$ cat config.mk
export PLATFORM = sky130hd
export DESIGN_NAME = oflow_core_seq_ctrl
export DESIGN_NICKNAME = d
export VERILOG_FILES = /design/src/rtl/oflow_core_seq_ctrl.sv
export SDC_FILE = /design/constraint.sdc
export NUM_CORES = 1
export LEC_CHECK = 0
export CAP_MARGIN = 20
export CELL_PAD_IN_SITES_DETAIL_PLACEMENT = 1
export CELL_PAD_IN_SITES_GLOBAL_PLACEMENT = 1
export CORE_UTILIZATION = 43
export CTS_CLUSTER_DIAMETER = 40
export CTS_CLUSTER_SIZE = 12
export DETAILED_ROUTE_END_ITERATION = 6
export PLACE_DENSITY = 0.95
export SKIP_CTS_REPAIR_TIMING = 1
export SLEW_MARGIN = 15
export SYNTH_ARGS = -nofsm -noshare
export SYNTH_HDL_FRONTEND = slang
export SYNTH_SLANG_ARGS = --single-unit
$ cat constraint.sdc
create_clock -name clk -period 3.3 [get_ports clk]
set_input_delay 0.33 -clock clk [delete_from_list [all_inputs] [get_ports clk]]
set_output_delay 0.33 -clock clk [all_outputs]
set_load 0.005 [all_outputs]
$ cat src/rtl/oflow_core_seq_ctrl.sv
// oflow_core_seq_ctrl: frame sequencer issuing PE passes, bounded conflict-resolve rounds and write-back per frame
module oflow_core_seq_ctrl #(
  parameter int PE_NUM      = 24,
  parameter int BBOX_W      = 8,
  parameter int FRAME_W     = 8,
  parameter int HIST_W      = 3,
  parameter int CR_MAX_ITER = 4,
  parameter int PEC_W       = $clog2(PE_NUM+1),
  parameter int SET_W       = BBOX_W,
  parameter int ITER_W      = $clog2(CR_MAX_ITER+1)
) (
  input  logic               clk,
  input  logic               reset_N,
  input  logic               start,
  input  logic               abort,
  input  logic               new_frame,
  output logic               ready_new_frame,
  input  logic [BBOX_W-1:0]  num_of_bbox_in_frame,
  input  logic [HIST_W-1:0]  num_of_history_frames,
  input  logic               new_set_valid,
  output logic               ready_new_set,
  output logic               start_pe,
  output logic [PEC_W-1:0]   pe_bbox_count,
  input  logic               done_pe,
  output logic               start_cr,
  input  logic               done_cr,
  input  logic               cr_conflict,
  output logic               start_write,
  input  logic               done_write,
  output logic [FRAME_W-1:0] frame_num,
  output logic [SET_W-1:0]   num_of_sets,
  output logic [SET_W-1:0]   set_idx,
  output logic               frame_done,
  output logic               cr_overflow_err
);
  typedef enum logic [2:0] {IDLE, LOAD, WAIT_SET, PE, CR, WRITE} state_t;
  // Wide enough to hold nbox + PE_NUM - 1 without overflow
  localparam int CW = (BBOX_W > PEC_W ? BBOX_W : PEC_W) + 1;
  localparam logic [CW-1:0] PE_C = CW'(PE_NUM);
  state_t state_q, state_d;
  logic [BBOX_W-1:0]  remain_q, remain_d;
  logic [PEC_W-1:0]   pe_bbox_count_q, pe_bbox_count_d;
  logic [SET_W-1:0]   num_of_sets_q, num_of_sets_d, set_idx_q, set_idx_d;
  logic [FRAME_W-1:0] frame_num_q, frame_num_d;
  logic [ITER_W-1:0]  cr_iter_q, cr_iter_d;
  logic start_pe_q, start_pe_d, start_cr_q, start_cr_d, start_write_q, start_write_d;
  logic frame_done_q, frame_done_d, err_q, err_d;
  logic [CW-1:0] sets_w, rem_w, take_w;
  assign sets_w = (CW'(num_of_bbox_in_frame) + PE_C - CW'(1)) / PE_C;
  assign rem_w  = CW'(remain_q);
  assign take_w = rem_w < PE_C ? rem_w : PE_C;
  always_comb begin
    state_d         = state_q;
    remain_d        = remain_q;
    pe_bbox_count_d = pe_bbox_count_q;
    num_of_sets_d   = num_of_sets_q;
    set_idx_d       = set_idx_q;
    frame_num_d     = frame_num_q;
    cr_iter_d       = cr_iter_q;
    err_d           = err_q;
    start_pe_d      = 1'b0;
    start_cr_d      = 1'b0;
    start_write_d   = 1'b0;
    frame_done_d    = 1'b0;
    if (abort) begin
      state_d = IDLE;
    end else if (start) begin
      frame_num_d = '0;
      err_d       = 1'b0;
      state_d     = LOAD;
    end else begin
      case (state_q)
        IDLE: state_d = new_frame ? LOAD : IDLE;
        LOAD: begin
          remain_d      = num_of_bbox_in_frame;
          num_of_sets_d = SET_W'(sets_w);
          set_idx_d     = '0;
          state_d       = (num_of_bbox_in_frame == '0) ? WRITE : WAIT_SET;
          start_write_d = (num_of_bbox_in_frame == '0);
        end
        WAIT_SET: if (new_set_valid) begin
          pe_bbox_count_d = PEC_W'(take_w);
          start_pe_d      = 1'b1;
          state_d         = PE;
        end
        // A done arriving alongside its own start pulse is stale and ignored
        PE: if (done_pe && !start_pe_q) begin
          remain_d  = remain_q - BBOX_W'(pe_bbox_count_q);
          set_idx_d = set_idx_q + SET_W'(1);
          if (set_idx_q + SET_W'(1) < num_of_sets_q) begin
            state_d = WAIT_SET;
          end else if (frame_num_q == '0 || num_of_history_frames == '0) begin
            state_d       = WRITE;
            start_write_d = 1'b1;
          end else begin
            state_d    = CR;
            cr_iter_d  = ITER_W'(1);
            start_cr_d = 1'b1;
          end
        end
        CR: if (done_cr && !start_cr_q) begin
          if (cr_conflict && cr_iter_q < ITER_W'(CR_MAX_ITER)) begin
            cr_iter_d  = cr_iter_q + ITER_W'(1);
            start_cr_d = 1'b1;
          end else begin
            err_d         = err_q | cr_conflict;
            state_d       = WRITE;
            start_write_d = 1'b1;
          end
        end
        WRITE: if (done_write && !start_write_q) begin
          frame_num_d  = frame_num_q + FRAME_W'(1);
          frame_done_d = 1'b1;
          state_d      = IDLE;
        end
        default: state_d = IDLE;
      endcase
    end
  end
  always_ff @(posedge clk or negedge reset_N) begin
    if (!reset_N) begin
      state_q         <= IDLE;
      remain_q        <= '0;
      pe_bbox_count_q <= '0;
      num_of_sets_q   <= '0;
      set_idx_q       <= '0;
      frame_num_q     <= '0;
      cr_iter_q       <= '0;
      err_q           <= 1'b0;
      start_pe_q      <= 1'b0;
      start_cr_q      <= 1'b0;
      start_write_q   <= 1'b0;
      frame_done_q    <= 1'b0;
    end else begin
      state_q         <= state_d;
      remain_q        <= remain_d;
      pe_bbox_count_q <= pe_bbox_count_d;
      num_of_sets_q   <= num_of_sets_d;
      set_idx_q       <= set_idx_d;
      frame_num_q     <= frame_num_d;
      cr_iter_q       <= cr_iter_d;
      err_q           <= err_d;
      start_pe_q      <= start_pe_d;
      start_cr_q      <= start_cr_d;
      start_write_q   <= start_write_d;
      frame_done_q    <= frame_done_d;
    end
  end
  assign ready_new_frame = (state_q == IDLE);
  assign ready_new_set   = (state_q == WAIT_SET);
  assign start_pe        = start_pe_q;
  assign start_cr        = start_cr_q;
  assign start_write     = start_write_q;
  assign frame_done      = frame_done_q;
  assign pe_bbox_count   = pe_bbox_count_q;
  assign num_of_sets     = num_of_sets_q;
  assign set_idx         = set_idx_q;
  assign frame_num       = frame_num_q;
  assign cr_overflow_err = err_q;
endmodule

Word level (Yosys, flattened, before mapping) --
Index checks and enable logic that the tools add are counted.
Word-level totals: bits in registers 48
Cells by class: bitwise gates (word level) 3, divide/modulo/power cells 1, reduce and logical (&&, ||, !) cells 25, $lt $le $gt $ge 3, add/subtract/negate cells 6, mux-type cells 54, equality and inequality tests 16
Operator list (number):
- $mux 3 | 14
- $mux 8 | 5
- $pmux 8 s2 | 2
- $mux 1 | 28
- $ne 4x4->1 const B | 5
- $pmux 3 s6 | 1
- $add 8x1->8 const B | 2
- $logic_not 8->1 | 2
- $ne 2x2->1 const B | 6
- $reduce_and 4->1 | 3
- $reduce_bool 2->1 | 6
- $add 8x5->9 const B | 1
- $div 9x5->9 const B | 1
- $sub 9x1->9 const B | 1
- $lt 8x5->1 const B | 1
- $lt 8x8->1 | 1
- $reduce_and 8->1 | 1
- $sub 8x5->8 | 1
- $eq 3x2->1 const B | 2
- $eq 3x3->1 const B | 2
- $logic_not 3->1 | 2
- $pmux 3 s2 | 1
- $reduce_and 3->1 | 2
- $mux 5 | 1
- 11 further kinds | 17

Logic depth before layout (Yosys ltp) --
depth in word-level cells 8, mapped depth 9, mapped depth without buffers 9

Worst setup path after synthesis --
OpenSTA, ideal clock, no wires.
path kind flip-flop to flip-flop, start point reg set_idx_q[0] (netlist: set_idx[0]), end point reg start_cr_q (netlist: start_cr), required time 3176 ps, cell stages (with the launch flop) 9, setup slack 1121 ps, arrival time 2055 ps, path buffers 0, setup time 124 ps, cell sequence dfrtp_1 > ha_1 > ha_1 > a21boi_1 > o21ai_0 > a21oi_1 > nor4b_2 > nor3b_1 > or2_1
Between the ends: cells in the longest elaborated chain, start to end 7
RTL lines:
- from (decl) | line 43 | logic [SET_W-1:0] num_of_sets_q, num_of_sets_d, set_idx_q, set_idx_d;
- from (signal assigned) | line 139 | set_idx_q <= set_idx_d;
- $add 8x1->8 | line 90 | if (set_idx_q + SET_W'(1) < num_of_sets_q) begin
- $lt 8x8->1 | line 90
- $mux 1 | line 90
- $mux 1 | line 87 | PE: if (done_pe && !start_pe_q) begin
- $pmux 1 s2 | line 72 | case (state_q)
- $mux 1 | line 67 | end else if (start) begin
- $mux 1 | line 65 | if (abort) begin
- named net start_cr_d | line 46 | logic start_pe_q, start_pe_d, start_cr_q, start_cr_d, start_write_q, start_write_d;
- to (signal assigned) | line 144 | start_cr_q <= start_cr_d;
- to (decl) | line 46
The timed path passes the listed nets, and every way through them passes these cells. A chain may end at the register's enable or synchronous reset.

Final worst setup path --
Ends and elaborated chain as after synthesis.

==> impl_metrics.json <==
{
  "synth_top_area_cell": "sky130_fd_sc_hd__dfrtp_1",
  "grtUsageTotal_pct": 23.7,
  "cts.reportedPaths.clkPinSlew_ns": 0.09,
  "grt_setup_unrepaired": "false",
  "synth.yosys.warnings": 0,
  "ir_drop_mv": 0.172,
  "floorplan.core_area_um2": 6910,
  "floorplan.die_area_um2": 7630,
  "insertion_delay_ns": 0.30,
  "routedWlPerCell_um": 16.7,
  "outcome": "finished clean",
  "fmaxAchievable_mhz": 373,
  "crit_path_start": "set_idx[0]",
  "rr_startpoint": "set_idx[0]",
  "numClockSinks": 45,
  "report.final.setup_viol": 0,
  "area_of_all_placed_cells_without_fillers_um2": 3840,
  "globalplace.congestion": 0.907,
  "dpl-instance-area_um2": 3730,
  "clock_tree.buffer_depth": 2,
  "timing.critical_path.from_type": "register",
  "placement.setup.worst_slack_ns": 0.507,
  "synth_edf_count": 0,
  "critical_path.max_fanout": 7,
  "most_used_flip_flop_cell_after_synthesis": "sky130_fd_sc_hd__dfrtp_1",
  "detailed_routing_iterations_pass_1": 4,
  "dp.cells": 498,
  "reg2regPathDepth": 8,
  "final_hold_viol_count": 0,
  "dr.first_iter.drc_count": 159,
  "drv.max_cap_violation_count": 0,
  "area_delta_synth_final_pct": 22.7,
  "postSynthCellCount": 357,
  "synth_seq_area_share_pct": 36.0,
  "drt_drc_violations_left": 0,
  "post-route-worst-setup-slack_ns": 0.617,
  "nets": 447,
  "initial_core_util_pct": 45.3,
  "standard_cell_rows": 30,
  "finalWirelength_mm": 8.50,
  "power_per_cell_area_nw_per_um2": 395,
  "fin_cells": 508,
  "grt_pass1_wl_mm": 14.1,
  "p_leak_nw": 1.63,
  "final_layout_size_suffix_gt1_share_pct": 8.25,
  "io_pins": 57,
  "first_global_vias": 3050,
  "die_w_um": 87.3,
  "antenna_found_initial": 0,
  "setup_tns_ns": 0,
  "yosys.area.top_type_share_pct": 36.0,
  "io_buffer_count": 53,
  "r2r_end": "start_cr",
  "final_layout_fill_cell_count": 846,
  "total_cts_buffers": 5,
  "synth-xor-area-share_pct": 5.04,
  "post_synth_main_area_contributors": "sky130_fd_sc_hd__dfrtp_1, sky130_fd_sc_hd__ha_1, sky130_fd_sc_hd__nand2_1",
  "crit_required_ns": 3.49,
  "cts_tree": "built",
  "globalRouteOverflowTotal": 0,
  "layout_worst_path_cycle_share_pct": 81.3,
  "die_h_um": 87.3,
  "slew_headroom_pct": 59.0,
  "grt_max_degree": 46,
  "insertedDiodeCount": 0,
  "place_hpwl_mm": 6.31,
  "post_synth_fa_ha_maj_area_fraction_pct": 6.24,
  "cts_root_buf": "sky130_fd_sc_hd__clkbuf_8",
  "hold_path.class": "primary input to async pin",
  "synth_seq_cells": 45,
  "post_layout_utilization_of_the_core_pct": 55.6,
  "routed-via-count": 2925,
  "setup.worst_path.end_class": "register",
  "clock_tree.htree_level_count": 2,
  "synth_mux_area_share_pct": 1.32,
  "timing.clock.skew_ns": 0.00780,
  "fraction_of_synthesis_flops_using_an_asynchronous_set_or_reset_pin_pct": 100,
  "timing_worst_slew_pin_value_ns": 0.614,
  "dominant_combinational_cell_family_by_area_after_synthesis": "simple AND/OR/NAND/NOR gates",
  "r2r_setup_slack_ns": 0.62,
  "criticalPathCategory": "register to register",
  "synth_commonest_cells": "sky130_fd_sc_hd__dfrtp_1, sky130_fd_sc_hd__nand2_1, sky130_fd_sc_hd__nor2_1",
  "viasPerCell": 5.76,
  "cp_data_arrival_time_ns": 2.88,
  "worst_setup_path_endpoint": "start_cr",
  "fraction_of_the_mapped_netlist_area_in_simple_logic_gates_pct": 24.8,
  "syn_avg_cell_area_um2": 8.77,
  "timing.final.max_slew_violations": 0,
  "period_needed_ns": 2.68,
  "antenna_left": 0,
  "post_synth_instance_area_um2": 3130,
  "yosys.cell_count.top_type": "sky130_fd_sc_hd__dfrtp_1",
  "synth_cell_type_count": 71,
  "compound_cell_area_share_of_the_yosys_netlist_pct": 20.7
}
-- routing by layer --
layer / part of all wire, % / vias to the layer above / track usage (%) / wire length, um
met5: 0 / - / 0 / 0
met4: 1.9 / 0 / 9.84 / 163
met3: 3.0 / 14 / 2.84 / 254
met2: 53 / 70 / 42.3 / 4480
met1: 42 / 1446 / 28.7 / 3610
li1: - / 1395 / - / -
-- cells in the final DEF (no fill, tap or decap), drive strengths merged, types with 3 or more instances in the layout --
cell	count
clkdlybuf4s50	52
dfrtp	45
nand2	35
nor2	26
o21ai	26
inv	21
a21oi	21
ha	14
nor3	13
nand3	11
nor2b	10
nand2b	10
xor2	9
xnor2	9
buf	8
clkbuf	7
a211oi	6
nor3b	6
o21a	5
and3	5
nor4	4
or4	4
o22ai	4
a22o	4
or2	4
or3	3
mux2i	3
a21o	3
o221ai	3
conb	3
-- power by group --
part           leakage [nW]  switching (mW)  total [mW]  internal [mW]
Combinational          1.01           0.246       0.480          0.234
Clock                0.0385           0.198       0.348          0.150
Sequential            0.583          0.0744       0.688          0.614
Total                  1.63           0.518        1.52          0.998
-- sequential cells by signal (all words and copies together) (netlist names) --
register,count
start_pe,1
set_idx,8
state_q,3
num_of_sets,5
start_write,1
frame_num,8
frame_done,1
cr_overflow_err,1
start_cr,1
pe_bbox_count,5
remain_q,8
cr_iter_q,3
-- layout make-up --
class | count | area, um2 | share of cell area, %
Clock inverter | 1 | 7.51 | 0.195
Sequential cell | 45 | 1130 | 29.3
Inverter | 21 | 78.8 | 2.05
Clock buffer | 7 | 76.3 | 1.99
Multi-Input combinational cell | 277 | 1830 | 47.7
Timing Repair Buffer | 61 | 601 | 15.6
Tap cell | 96 | 120 | 3.13
-- kinds of logic (layout without fill, tap and decap cells) --
family	after synthesis	count (layout)
AND/OR/NAND/NOR	141	141
other	1	3
multiplexers	4	4
XOR/XNOR	18	18
buffers and inverters	37	90
adder cells (fa/ha/maj)	15	15
AO/OA/AOI/OAI	96	96
flip-flops	45	45
-- metrics by stage --
stage | hold WS (ns) | power [mW]
4_1_cts | 0.246 | 1.52
2_1_floorplan | 0.0344 | 0.970
5_1_grt | 0.499 | 1.61
3_5_place_dp | 0.505 | 1.17
3_3_place_gp | 0.484 | 1.13
6_report | 0.476 | 1.52
-- how the worst min path moves through the flow --
stage,start,to,slack (ns),depth (start not counted)
final,reset_N,start_pe,0.48,2
after CTS,reset_N,frame_num[5],0.25,1
after detailed placement,cr_overflow_err,cr_overflow_err,0.50,2
after floorplan,reset_N,cr_iter_q[0],0.03,0
after global routing,reset_N,start_pe,0.50,2
after global placement,cr_overflow_err,cr_overflow_err,0.48,2
-- worst max-delay path, stage by stage (launching register included) --
cell and delay, ns:
sky130_fd_sc_hd__dfrtp_1 0.48, sky130_fd_sc_hd__ha_1 0.36, sky130_fd_sc_hd__ha_1 0.28, sky130_fd_sc_hd__a21boi_1 0.13
sky130_fd_sc_hd__o21ai_0 0.25, sky130_fd_sc_hd__a21oi_1 0.15, sky130_fd_sc_hd__nor4b_2 0.50, sky130_fd_sc_hd__nor3b_1 0.17
sky130_fd_sc_hd__or2_1 0.24
No activity file was read; power rests on OpenSTA's default activity.
